--- src/rtl/sevenseg_scan_driver.sv ---
// Multiplexed common-anode 7-segment scanner: per-slot divider, frame-synchronous
// display commit, hex/decimal glyphs, leading-zero suppression and blanking.
module sevenseg_scan_driver #(
  parameter int NUM_DIGITS  = 4,
  parameter int REFRESH_DIV = 100000
) (
  input  logic                    clk,
  input  logic                    rst_n,
  input  logic [4*NUM_DIGITS-1:0] value_in,
  input  logic                    load,
  input  logic [NUM_DIGITS-1:0]   dp_in,
  input  logic                    hex_mode,
  input  logic                    lz_suppress,
  input  logic                    blank,
  output logic [0:6]              seg,
  output logic                    dp,
  output logic [NUM_DIGITS-1:0]   an,
  output logic [2:0]              digit_idx,
  output logic                    frame_tick
);

  localparam int DIV_W = (REFRESH_DIV > 2) ? $clog2(REFRESH_DIV) : 1;
  localparam int VAL_W = 4 * NUM_DIGITS;
  localparam logic [DIV_W-1:0] DIV_LAST = DIV_W'(REFRESH_DIV - 1);
  localparam logic [2:0]       IDX_LAST = 3'(NUM_DIGITS - 1);

  logic [DIV_W-1:0]      r_div;
  logic [2:0]            r_idx;
  logic                  r_frame_tick;
  logic [0:6]            r_seg;
  logic                  r_dp;
  logic [NUM_DIGITS-1:0] r_an;
  logic [VAL_W-1:0]      r_disp_val;
  logic [NUM_DIGITS-1:0] r_disp_dp;
  logic [VAL_W-1:0]      r_pend_val;
  logic [NUM_DIGITS-1:0] r_pend_dp;
  logic                  r_pend_vld;

  logic                  w_slot_end;
  logic                  w_wrap;
  logic [DIV_W-1:0]      w_div_nxt;
  logic [2:0]            w_idx_nxt;
  logic [VAL_W-1:0]      w_disp_val_nxt;
  logic [NUM_DIGITS-1:0] w_disp_dp_nxt;
  logic [3:0]            w_nib;
  logic                  w_dig_dp;
  logic                  w_zero_run;
  logic                  w_lz_blank;
  logic [0:6]            w_seg_nxt;
  logic [NUM_DIGITS-1:0] w_an_nxt;

  function automatic logic [0:6] f_glyph(input logic [3:0] nib, input logic hex);
    logic [0:6] g;
    case (nib)
      4'h0:    g = 7'b0000001;
      4'h1:    g = 7'b1001111;
      4'h2:    g = 7'b0010010;
      4'h3:    g = 7'b0000110;
      4'h4:    g = 7'b1001100;
      4'h5:    g = 7'b0100100;
      4'h6:    g = 7'b0100000;
      4'h7:    g = 7'b0001111;
      4'h8:    g = 7'b0000000;
      4'h9:    g = 7'b0000100;
      4'hA:    g = 7'b0001000;
      4'hB:    g = 7'b1100000;
      4'hC:    g = 7'b0110001;
      4'hD:    g = 7'b1000010;
      4'hE:    g = 7'b0110000;
      default: g = 7'b0111000;
    endcase
    if (!hex && nib > 4'd9) g = 7'b1111110;
    return g;
  endfunction

  // Outputs are computed from next-state values so they line up with digit_idx.
  always_comb begin
    w_slot_end     = (r_div == DIV_LAST);
    w_wrap         = w_slot_end && (r_idx == IDX_LAST);
    w_div_nxt      = w_slot_end ? '0 : r_div + DIV_W'(1);
    w_idx_nxt      = w_wrap ? 3'd0 : (w_slot_end ? r_idx + 3'd1 : r_idx);
    w_disp_val_nxt = r_disp_val;
    w_disp_dp_nxt  = r_disp_dp;
    if (w_wrap) begin
      if (load) begin
        w_disp_val_nxt = value_in;
        w_disp_dp_nxt  = dp_in;
      end else if (r_pend_vld) begin
        w_disp_val_nxt = r_pend_val;
        w_disp_dp_nxt  = r_pend_dp;
      end
    end

    w_nib      = 4'h0;
    w_dig_dp   = 1'b0;
    w_zero_run = 1'b1;
    w_lz_blank = 1'b0;
    w_an_nxt   = '1;
    for (int k = NUM_DIGITS - 1; k >= 0; k--) begin
      w_zero_run = w_zero_run && (w_disp_val_nxt[4*k +: 4] == 4'h0);
      if (3'(k) == w_idx_nxt) begin
        w_nib      = w_disp_val_nxt[4*k +: 4];
        w_dig_dp   = w_disp_dp_nxt[k];
        w_lz_blank = lz_suppress && w_zero_run && (k != 0);
        w_an_nxt[k] = blank || (w_div_nxt == '0);
      end
    end
    w_seg_nxt = w_lz_blank ? 7'b1111111 : f_glyph(w_nib, hex_mode);
  end

  always_ff @(posedge clk) begin
    if (!rst_n) begin
      r_div        <= '0;
      r_idx        <= 3'd0;
      r_frame_tick <= 1'b0;
      r_seg        <= 7'b1111111;
      r_dp         <= 1'b1;
      r_an         <= '1;
      r_disp_val   <= '0;
      r_disp_dp    <= '0;
      r_pend_val   <= '0;
      r_pend_dp    <= '0;
      r_pend_vld   <= 1'b0;
    end else begin
      r_div        <= w_div_nxt;
      r_idx        <= w_idx_nxt;
      r_frame_tick <= w_wrap;
      r_seg        <= w_seg_nxt;
      r_dp         <= ~w_dig_dp;
      r_an         <= w_an_nxt;
      r_disp_val   <= w_disp_val_nxt;
      r_disp_dp    <= w_disp_dp_nxt;
      if (load) begin
        r_pend_val <= value_in;
        r_pend_dp  <= dp_in;
        r_pend_vld <= !w_wrap;
      end else if (w_wrap) begin
        r_pend_vld <= 1'b0;
      end
    end
  end

  assign seg        = r_seg;
  assign dp         = r_dp;
  assign an         = r_an;
  assign digit_idx  = r_idx;
  assign frame_tick = r_frame_tick;

endmodule
--- config.mk ---
export PLATFORM = sky130hd
export DESIGN_NAME = sevenseg_scan_driver
export DESIGN_NICKNAME = d
export VERILOG_FILES = /design/src/rtl/sevenseg_scan_driver.sv
export SDC_FILE = /design/constraint.sdc
export NUM_CORES = 1
export LEC_CHECK = 0
export ABC_AREA = 0
export CAP_MARGIN = 20
export CORE_MARGIN = 3
export CORE_UTILIZATION = 61
export DETAILED_ROUTE_END_ITERATION = 7
export PLACE_DENSITY = 0.91
export SETUP_SLACK_MARGIN = 0.1
export SLEW_MARGIN = 10
export SYNTH_ARGS = -nofsm -noshare
export SYNTH_HDL_FRONTEND = slang
export SYNTH_SLANG_ARGS = --single-unit
--- constraint.sdc ---
create_clock -name clk -period 10 [get_ports clk]
set_clock_uncertainty 0.05 [all_clocks]
set_input_delay 2 -clock clk [delete_from_list [all_inputs] [get_ports clk]]
set_output_delay 2 -clock clk [all_outputs]
set_load 0.01 [all_outputs]
==> reports/metrics.sh, run 1 <==
POWER_PER_CELL_AREA_nW_PER_UM2=136
SWITCHING_PART_OF_THE_TOTAL_PCT=25.3
CP-START-KIND='primary input'
NETS=494
POSTROUTEANTENNANETS=0
DETAIL_ROUTE.FIRST_PASS.ITERATIONS=7
NUMBER_OF_BUFFERS_CREATED_BY_CTS=9
DESIGN.DIE.AREA_SQ_UM=7210
POST_DRT_WL_PER_CELL_MICRONS=17.9
SYNTH_NETS=470
DETAIL_ROUTE.DRC_VIOLATIONS=0
MAXSLEWVIOLCOUNT=0
WORST_SETUP_HOLD_PATH_CLK_SLEW_PS=80
VIAS_IN_THE_FIRST_GLOBAL_ROUTE=3304
TRANSITION_AT_THE_PIN_WITH_THE_SMALLEST_MAX_TRANSITION_SLACK_PS=942
N_ANTENNA_CELL=0
POST_CTS_HOLD_BUFFERS=0
SYNTH_EDF_COUNT=0
CTS_TREE='built'
P_INT_uW=443
CTS.HTREE.LEVELS=3
FIN_HOLD_WS_PS=410
YOSYS.AREA_SHARE.ADDER_PCT=2.63
NETLIST_AREA_SQ_UM=3800
FLOORPLAN.DIE.WIDTH_MICRONS=84.9
DRT-TOTAL-WL_MICRONS=9670
FINAL_HOLD_VIOL_COUNT=0
DIE_H_MICRONS=84.9
IO-PIN-COUNT=42
CORE_SQ_UM=5990
ARRIVAL_PS=5380
GLOBAL_ROUTE_WIRE_LENGTH_BEFORE_REPAIR_MICRONS=16100
CTS_BUFFER_DEPTH=2
SYNTH_SEQUENTIAL_AREA_RATIO_PCT=39.0
CTS_POST_SETUP_BUFFERS_INSERTED=0
LAYOUT-AREA-OVERHEAD-VS-SYNTH_PCT=14.9
POWER.STATIC_LEAKAGE_nW=1.63
POST_ROUTE_CELLS_DRIVE_ABOVE_1_SHARE_PCT=7.10
POWER.CLOCK.FRACTION_PCT=41.4
POWER.SHARE.COMBINATIONAL_PCT=7.1
CRITICAL_PATH_PEAK_FANOUT=32
WORST_SETUP_PATH_END_KIND='flop'
FINAL-SEQ-AREA_SQ_UM=1480
NET-SWITCHING-POWER_uW=150
SEQ_POWER_SHARE_PCT=51.6
POSTSYNTH.ASYNCRESETSHARE_PCT=0
GRT_REMAINING_OVERFLOW=0
CTS_ROOT_BUF='sky130_fd_sc_hd__clkbuf_8'
SYNTHCELLS=436
GRT_START_MAX_NET_PINS=33
CTS_REPAIR_RESIZE_COUNT=0
POST_DRT_VIA_CELL_RATIO=6.39
FINAL.SETUP.TNS_PS=0
FLOORPLAN.ROWS=28
NUMBER_OF_WARNINGS_REPORTED_IN_THE_YOSYS_SYNTHESIS_LOG=0
DETAILEDPLACEMENTHPWL_MICRONS=6290
FMAXACHIEVABLE_MHz=192
YS_DOMINANT_REG_CELL='sky130_fd_sc_hd__dfxtp_1'
RSZ_0062_RAISED_AFTER_GLOBAL_ROUTING='false'
FILLCELLCOUNT=420
GRT.TOTAL_USAGE_PCT=27.9
WORSTSKEWPAIRLATENCY_PS=370
MIN_PATH_TYPE='reg2reg'
DETAILROUTE.VIA_COUNT=3448
POWER.IR.VDD_WORST_uV=113
RUN_STATUS='completed'
CRITICAL_PATH_CLASS='in2reg'
COUNT_OF_ROUTING_VIOLATIONS_AFTER_THE_OPENING_DETAILED_ROUTE_ITERATION=497
FINALCRITICALPERIOD_PS=5220
FLOORPLAN.INITIALDENSITY_PCT=63.4
YS_SEQ_ELEMENTS=74
POSTSYNTHAREAPERCELL_SQ_UM=8.72
POST_SYNTHESIS_SHARE_OF_CELL_AREA_SPENT_ON_AND_OR_NAND_AND_NOR_GATES_PCT=24.3
CTS_SINKS=74
FINAL_MIN_PERIOD_OVER_CLOCK_PERIOD_PCT=52.2
GP_ROUTABILITY_CONGESTION=0.932
MAX_CAP_VIOL_COUNT=0
NUMBER_OF_DISTINCT_LIBRARY_CELLS_AFTER_SYNTHESIS=64
ANTENNA_VIOLATIONS_BEFORE_REPAIR=0
MULTI_INPUT_LOGIC_AREA_SQ_UM=2110
TIMING.CRITICAL_PATH.REQUIRED_PS=10160
SLEW-LIMIT-HEADROOM_PCT=35.4
PORT_BUFS=41
MULTIPLEXER_FRACTION_OF_THE_SYNTHESIZED_CELL_AREA_PCT=8.23
SETUP_VIOL=0
SHARE_OF_THE_SYNTHESIZED_AREA_IN_COMPOUND_GATES_AO_OA_AOI_OAI_PCT=15.2
SYNTH_XOR_AREA_SHARE_PCT=5.30
SYNTH_TOP_FAMILY_BY_AREA='simple AND/OR/NAND/NOR gates'
## worst paths after layout
| path | start | to | slack, ps | cells past startpoint |
|---|---|---|---|---|
| worst min register to register | r_disp_dp[0] | r_disp_dp[0] | 410 | 2 |
| worst max register to register | digit_idx[0] | seg[1] | 5870 | 14 |
| worst max-delay path | load | seg[1] | 4780 | 14 |
| worst min-delay path | r_disp_dp[0] | r_disp_dp[0] | 410 | 2 |
## power by group through the flow
stage	Sequential [mW]	Combinational (mW)	Clock, mW
6_report	0.306	0.0419	0.246
5_1_grt	0.307	0.0453	0.260
4_1_cts	0.306	0.0414	0.245
3_5_place_dp	0.313	0.0409	0
3_3_place_gp	0.312	0.0399	0
2_1_floorplan	0.312	0.0214	0
## worst max-delay path: stages
cell and delay (ps):
sky130_fd_sc_hd__clkdlybuf4s50_1 460, sky130_fd_sc_hd__buf_4 380, sky130_fd_sc_hd__nor2_1 120, sky130_fd_sc_hd__nor2_1 230, sky130_fd_sc_hd__nand2_2 360, sky130_fd_sc_hd__nand2_1 160, sky130_fd_sc_hd__o21ai_1 90, sky130_fd_sc_hd__a221oi_1 330
sky130_fd_sc_hd__o22a_1 310, sky130_fd_sc_hd__ha_1 310, sky130_fd_sc_hd__nor2_1 80, sky130_fd_sc_hd__nor2_1 90, sky130_fd_sc_hd__o31a_1 260, sky130_fd_sc_hd__o221ai_1 180
## flip-flops by register name, summed over array words and instances, names as in the netlist
register / count
dp: 1
r_pend_dp: 4
frame_tick: 1
r_disp_dp: 4
seg: 7
digit_idx: 3
r_pend_val: 16
r_div: 17
an: 4
r_pend_vld: 1
r_disp_val: 16
## Yosys cell counts, types with 7 or more instances
master                      n  area share (%)
sky130_fd_sc_hd__clkbuf_1  11             1.1
sky130_fd_sc_hd__nand2_1   32             3.2
sky130_fd_sc_hd__a21oi_1   15             2.0
sky130_fd_sc_hd__inv_1      7            0.69
sky130_fd_sc_hd__nand3_1   19             2.5
sky130_fd_sc_hd__o21ai_0   19             2.5
sky130_fd_sc_hd__ha_1       8             2.6
sky130_fd_sc_hd__dfxtp_1   74              39
sky130_fd_sc_hd__and2_1    19             3.1
sky130_fd_sc_hd__nor4_1     7             1.2
sky130_fd_sc_hd__or3_1      7             1.2
sky130_fd_sc_hd__xnor2_1   17             3.9
sky130_fd_sc_hd__nor3_1    11             1.4
sky130_fd_sc_hd__nor2_1    52             5.1
sky130_fd_sc_hd__buf_2     12             1.6
sky130_fd_sc_hd__mux2i_1   23             6.1
sky130_fd_sc_hd__a31oi_1    7             1.2
## cells in the final DEF (no fill, tap or decap), types with 2 or more instances in the layout
| cell type | instances |
|---|---|
| sky130_fd_sc_hd__mux2i_1 | 23 |
| sky130_fd_sc_hd__a22oi_2 | 2 |
| sky130_fd_sc_hd__nand4b_1 | 2 |
| sky130_fd_sc_hd__mux2_1 | 2 |
| sky130_fd_sc_hd__clkbuf_8 | 9 |
| sky130_fd_sc_hd__clkdlybuf4s50_1 | 41 |
| sky130_fd_sc_hd__inv_6 | 3 |
| sky130_fd_sc_hd__inv_1 | 7 |
| sky130_fd_sc_hd__nor2_1 | 52 |
| sky130_fd_sc_hd__nand4_1 | 6 |
| sky130_fd_sc_hd__and2_1 | 19 |
| sky130_fd_sc_hd__nor3_1 | 11 |
| sky130_fd_sc_hd__and3_1 | 5 |
| sky130_fd_sc_hd__clkinvlp_4 | 2 |
| sky130_fd_sc_hd__a22oi_1 | 2 |
| sky130_fd_sc_hd__a31oi_1 | 7 |
| sky130_fd_sc_hd__o21ai_0 | 18 |
| sky130_fd_sc_hd__a211o_1 | 2 |
| sky130_fd_sc_hd__nand2b_1 | 4 |
| sky130_fd_sc_hd__nand2_1 | 32 |
| sky130_fd_sc_hd__a21boi_0 | 3 |
| sky130_fd_sc_hd__nor4_1 | 7 |
| sky130_fd_sc_hd__or3_1 | 7 |
| sky130_fd_sc_hd__dfxtp_1 | 74 |
| sky130_fd_sc_hd__and4_1 | 2 |
| sky130_fd_sc_hd__xor2_1 | 6 |
| sky130_fd_sc_hd__ha_1 | 8 |
| sky130_fd_sc_hd__buf_4 | 2 |
| sky130_fd_sc_hd__o31a_1 | 2 |
| sky130_fd_sc_hd__nand3_1 | 19 |
| sky130_fd_sc_hd__nor2b_1 | 6 |
| sky130_fd_sc_hd__a21oi_1 | 15 |
| sky130_fd_sc_hd__o21ai_1 | 7 |
| sky130_fd_sc_hd__o221ai_1 | 6 |
| sky130_fd_sc_hd__xnor2_1 | 17 |
| sky130_fd_sc_hd__a211oi_1 | 2 |
| sky130_fd_sc_hd__a221oi_1 | 2 |
| sky130_fd_sc_hd__mux2_2 | 2 |
## through the flow
step	area [sq um]	utilization, %	total power [mW]	instances	worst slack, ps
CTS	4350	72.6	0.592	539	4650
floorplan	3800	-	0.334	436	5250
global placement	4150	69.2	0.352	523	4550
global route	4370	72.9	0.612	540	4570
detailed placement	4150	69.2	0.354	523	4380
finish	4370	72.9	0.593	540	4780
## kinds of logic after synthesis
logic type,Yosys count
XOR/XNOR,23
buffers and inverters,39
multiplexers,29
adder cells (fa/ha/maj),8
flip-flops,74
AND/OR/NAND/NOR,180
AO/OA/AOI/OAI,83
## layout make-up
class                   count  share of cell area (%)
clock inverters             7                    1.89
clock buffers               9                    2.84
multi-input cells         323                    48.4
flip-flops and latches     74                    33.9
repair buffers             44                    10.1
well taps                  75                    2.15
inverters                   8                   0.688
## per-layer routing
| layer | global-route usage [%] | wire length, microns | up-vias | share of wire, % |
|---|---|---|---|---|
| met5 | 0 | 0 | - | 0 |
| li1 | - | - | 1600 | - |
| met4 | 12.4 | 373 | 0 | 3.9 |
| met3 | 5.15 | 877 | 59 | 9.1 |
| met1 | 37.0 | 3890 | 1579 | 40 |
| met2 | 44.4 | 4530 | 210 | 47 |
No activity file was read; power rests on OpenSTA's default activity.
==> run 2, diff against run 1 <==
CORE_UTILIZATION = 51   (was 61)
PLACE_DENSITY = 0.82   (was 0.91)
clock period = 4.3 ns   (was 10 ns; I/O delays follow)
==> run 2 against run 1 <==
- total power rose by 130%
- first-iteration DRC count fell by 51%
- sequential share of layout area fell by 0.42 points
- utilization fell by 9.8 points
- via count fell by 6.4%
- largest power group unchanged
- wire length fell by 9.6%
- critical path depth fell by 1
- cell count rose by 5.0%
- worst hold slack barely moved
==> reports/metrics.sh, run 2 (synthesized netlist as in run 1, its figures left out) <==
FINAL_HOLD_VIOL_COUNT=0
NETS=500
SLEW-LIMIT-HEADROOM_PCT=51.5
ARRIVAL_PS=3980
DESIGN.DIE.AREA_SQ_UM=8520
POST_DRT_WL_PER_CELL_MICRONS=15.4
VIAS_IN_THE_FIRST_GLOBAL_ROUTE=2989
BUFFERS_AND_INVERTERS_ON_THE_WORST_PATH=2
PLACED_CELLS=551
FLOORPLAN.DIE.WIDTH_MICRONS=92.3
WORST_SETUP_HOLD_PATH_CLK_SLEW_PS=80
DETAIL_ROUTE.DRC_VIOLATIONS=0
NUMBER_OF_BUFFERS_CREATED_BY_CTS=9
NET-SWITCHING-POWER_uW=338
PRE_CTS_WS_PS=323
CORE_SQ_UM=7020
FINALCRITICALPERIOD_PS=3780
TRANSITION_AT_THE_PIN_WITH_THE_SMALLEST_MAX_TRANSITION_SLACK_PS=727
POSTROUTEANTENNANETS=0
DETAILED_PLACE.AREA_SQ_UM=4220
CTS_ROOT_BUF='sky130_fd_sc_hd__clkbuf_8'
CRITICAL_PATH.MOST_COMMON_CELL='sky130_fd_sc_hd__ha_1'
CRITICAL_PATH_CLASS='reg2reg'
FMAXACHIEVABLE_MHz=264
LARGEST_REGISTER_FF_COUNT=17
LAYOUT-AREA-OVERHEAD-VS-SYNTH_PCT=16.5
CP-START-KIND='flop'
POST_CTS_HOLD_BUFFERS=0
CTS.HTREE.LEVELS=3
TOP_REGISTER='r_div'
TIMING.FINAL.WS_SETUP_PS=517
SWITCHING_PART_OF_THE_TOTAL_PCT=24.8
CRITICAL-PATH-SLOWEST-CELL='sky130_fd_sc_hd__dfxtp_1'
FILLCELLCOUNT=592
CRIT_FAMILY='simple AND/OR/NAND/NOR gates'
DRT-TOTAL-WL_MICRONS=8750
DETAILEDPLACEMENTHPWL_MICRONS=6300
WORSTSKEWPAIRLATENCY_PS=360
POST-ROUTE-CELL-AREA_SQ_UM=4430
POST_ROUTE_CELLS_DRIVE_ABOVE_1_SHARE_PCT=8.49
DIE_H_MICRONS=92.3
MIN_PATH_TYPE='reg2reg'
CP_SLOWEST_STAGE_DELAY_PS=480
GRT_START_MAX_NET_PINS=27
WORST_SETUP_PATH_END_KIND='flop'
FLOORPLAN.ROWS=30
CRITICAL_PATH_PEAK_FANOUT=23
CTS_SINKS=74
CTS_TREE='built'
POWER.STATIC_LEAKAGE_nW=1.66
CTS_BUFFER_DEPTH=2
LARGEST_REGISTERS='r_div: 17 flops, r_disp_val: 16 flops, r_pend_val: 16 flops'
IO-PIN-COUNT=42
POWER.SHARE.COMBINATIONAL_PCT=7.1
COUNT_OF_ROUTING_VIOLATIONS_AFTER_THE_OPENING_DETAILED_ROUTE_ITERATION=246
SEQ_POWER_SHARE_PCT=52.1
N_ANTENNA_CELL=0
FINAL.SETUP.TNS_PS=0
RUN_STATUS='completed'
FLOORPLAN.INITIALDENSITY_PCT=54.1
POST_DRT_VIA_CELL_RATIO=5.69
CRIT_CHAIN='ha_1 -> ha_1 -> inv_1 -> nor2_1 -> nand2_2 -> nand2_1 -> o21ai_1 -> a221oi_1 -> o22a_1 -> inv_1 -> ha_1 -> mux4_2 -> nand2b_1'
GP_ROUTABILITY_CONGESTION=0.898
P_INT_mW=1.03
LAYOUT_COMMONEST_CELL='sky130_fd_sc_hd__dfxtp_1'
GLOBAL_ROUTE_WIRE_LENGTH_BEFORE_REPAIR_MICRONS=14600
POWER_PER_CELL_AREA_nW_PER_UM2=308
DETAILROUTE.VIA_COUNT=3226
FINAL_MIN_PERIOD_OVER_CLOCK_PERIOD_PCT=88.0
SETUP_VIOL=0
TIMING.CRITICAL_PATH.REQUIRED_PS=4500
LAYOUT.CELLS.MOST_COMMON_LIST='sky130_fd_sc_hd__dfxtp_1, sky130_fd_sc_hd__nor2_1, sky130_fd_sc_hd__clkdlybuf4s50_1'
GRT.TOTAL_USAGE_PCT=21.4
MAXSLEWVIOLCOUNT=0
ANTENNA_VIOLATIONS_BEFORE_REPAIR=0
POWER.IR.VDD_WORST_uV=247
DETAIL_ROUTE.FIRST_PASS.ITERATIONS=6
FINALPOWER_mW=1.36
GRT_REMAINING_OVERFLOW=0
MAX_CAP_VIOL_COUNT=0
POWER.CLOCK.FRACTION_PCT=40.7
RSZ_0062_RAISED_AFTER_GLOBAL_ROUTING='false'
PORT_BUFS=41
FINALNONFILLERCELLS=567
==> run 2: worst paths after layout <==
kind	endpoint	slack, ps	cells past startpoint	startpoint
setup reg to reg	seg[3]	520	13	digit_idx[1]
hold reg to reg	r_disp_dp[0]	410	2	r_disp_dp[0]
setup / recovery	seg[3]	520	13	digit_idx[1]
hold / removal	r_disp_dp[0]	410	2	r_disp_dp[0]
==> run 2: area by class of cell <==
class / instances / area [sq um] / area share [%]
clock buffers: 9 / 124 / 2.80
clock inverters: 7 / 76.3 / 1.72
inverters: 8 / 30.0 / 0.679
multi-input cells: 323 / 2110 / 47.8
flip-flops and latches: 74 / 1480 / 33.5
well taps: 96 / 120 / 2.71
repair buffers: 50 / 478 / 10.8
==> run 2: metal layers <==
| metal | vias up | global-route usage, % | part of all wire [%] |
|---|---|---|---|
| met5 | - | 0 | 0 |
| met4 | 0 | 10.5 | 2.6 |
| met3 | 25 | 4.31 | 6.3 |
| met2 | 115 | 30.0 | 43 |
| met1 | 1473 | 31.1 | 48 |
| li1 | 1613 | - | - |
==> run 2: worst reg2reg max path, cell delays in order (launching register included) <==
cell and delay, ps:
sky130_fd_sc_hd__dfxtp_1 480, sky130_fd_sc_hd__ha_1 220, sky130_fd_sc_hd__ha_1 360, sky130_fd_sc_hd__inv_1 200
sky130_fd_sc_hd__nor2_1 280, sky130_fd_sc_hd__nand2_2 280, sky130_fd_sc_hd__nand2_1 140, sky130_fd_sc_hd__o21ai_1 90
sky130_fd_sc_hd__a221oi_1 310, sky130_fd_sc_hd__o22a_1 310, sky130_fd_sc_hd__inv_1 130, sky130_fd_sc_hd__ha_1 240
sky130_fd_sc_hd__mux4_2 440, sky130_fd_sc_hd__nand2b_1 150
==> run 2: per-stage QoR <==
step	hold slack [ps]	utilization (%)
CTS	411	63.0
finish	410	63.0
global placement	393	60.2
floorplan	380	-
global route	447	63.0
detailed placement	401	60.2
==> run 2: power by group through the flow <==
stage	clock network, mW	logic, mW	registers [mW]
finish	0.555	0.0972	0.711
global route	0.587	0.105	0.713
CTS	0.557	0.0973	0.711
detailed placement	0	0.0970	0.727
global placement	0	0.0954	0.726
floorplan	0	0.0497	0.726
==> run 2: what timing repair did <==
item                                    4_1_cts  5_1_grt
gates resized for setup                       0        1
buffers inserted                              0        0
hold endpoints to repair                      0        0
endpoints found under the setup margin        0        6
==> run 3, diff against run 2 <==
HOLD_SLACK_MARGIN = 0.02   (was default)
==> results of run 3 <==
Final layout, timing and power as in run 2 (identical DEF).
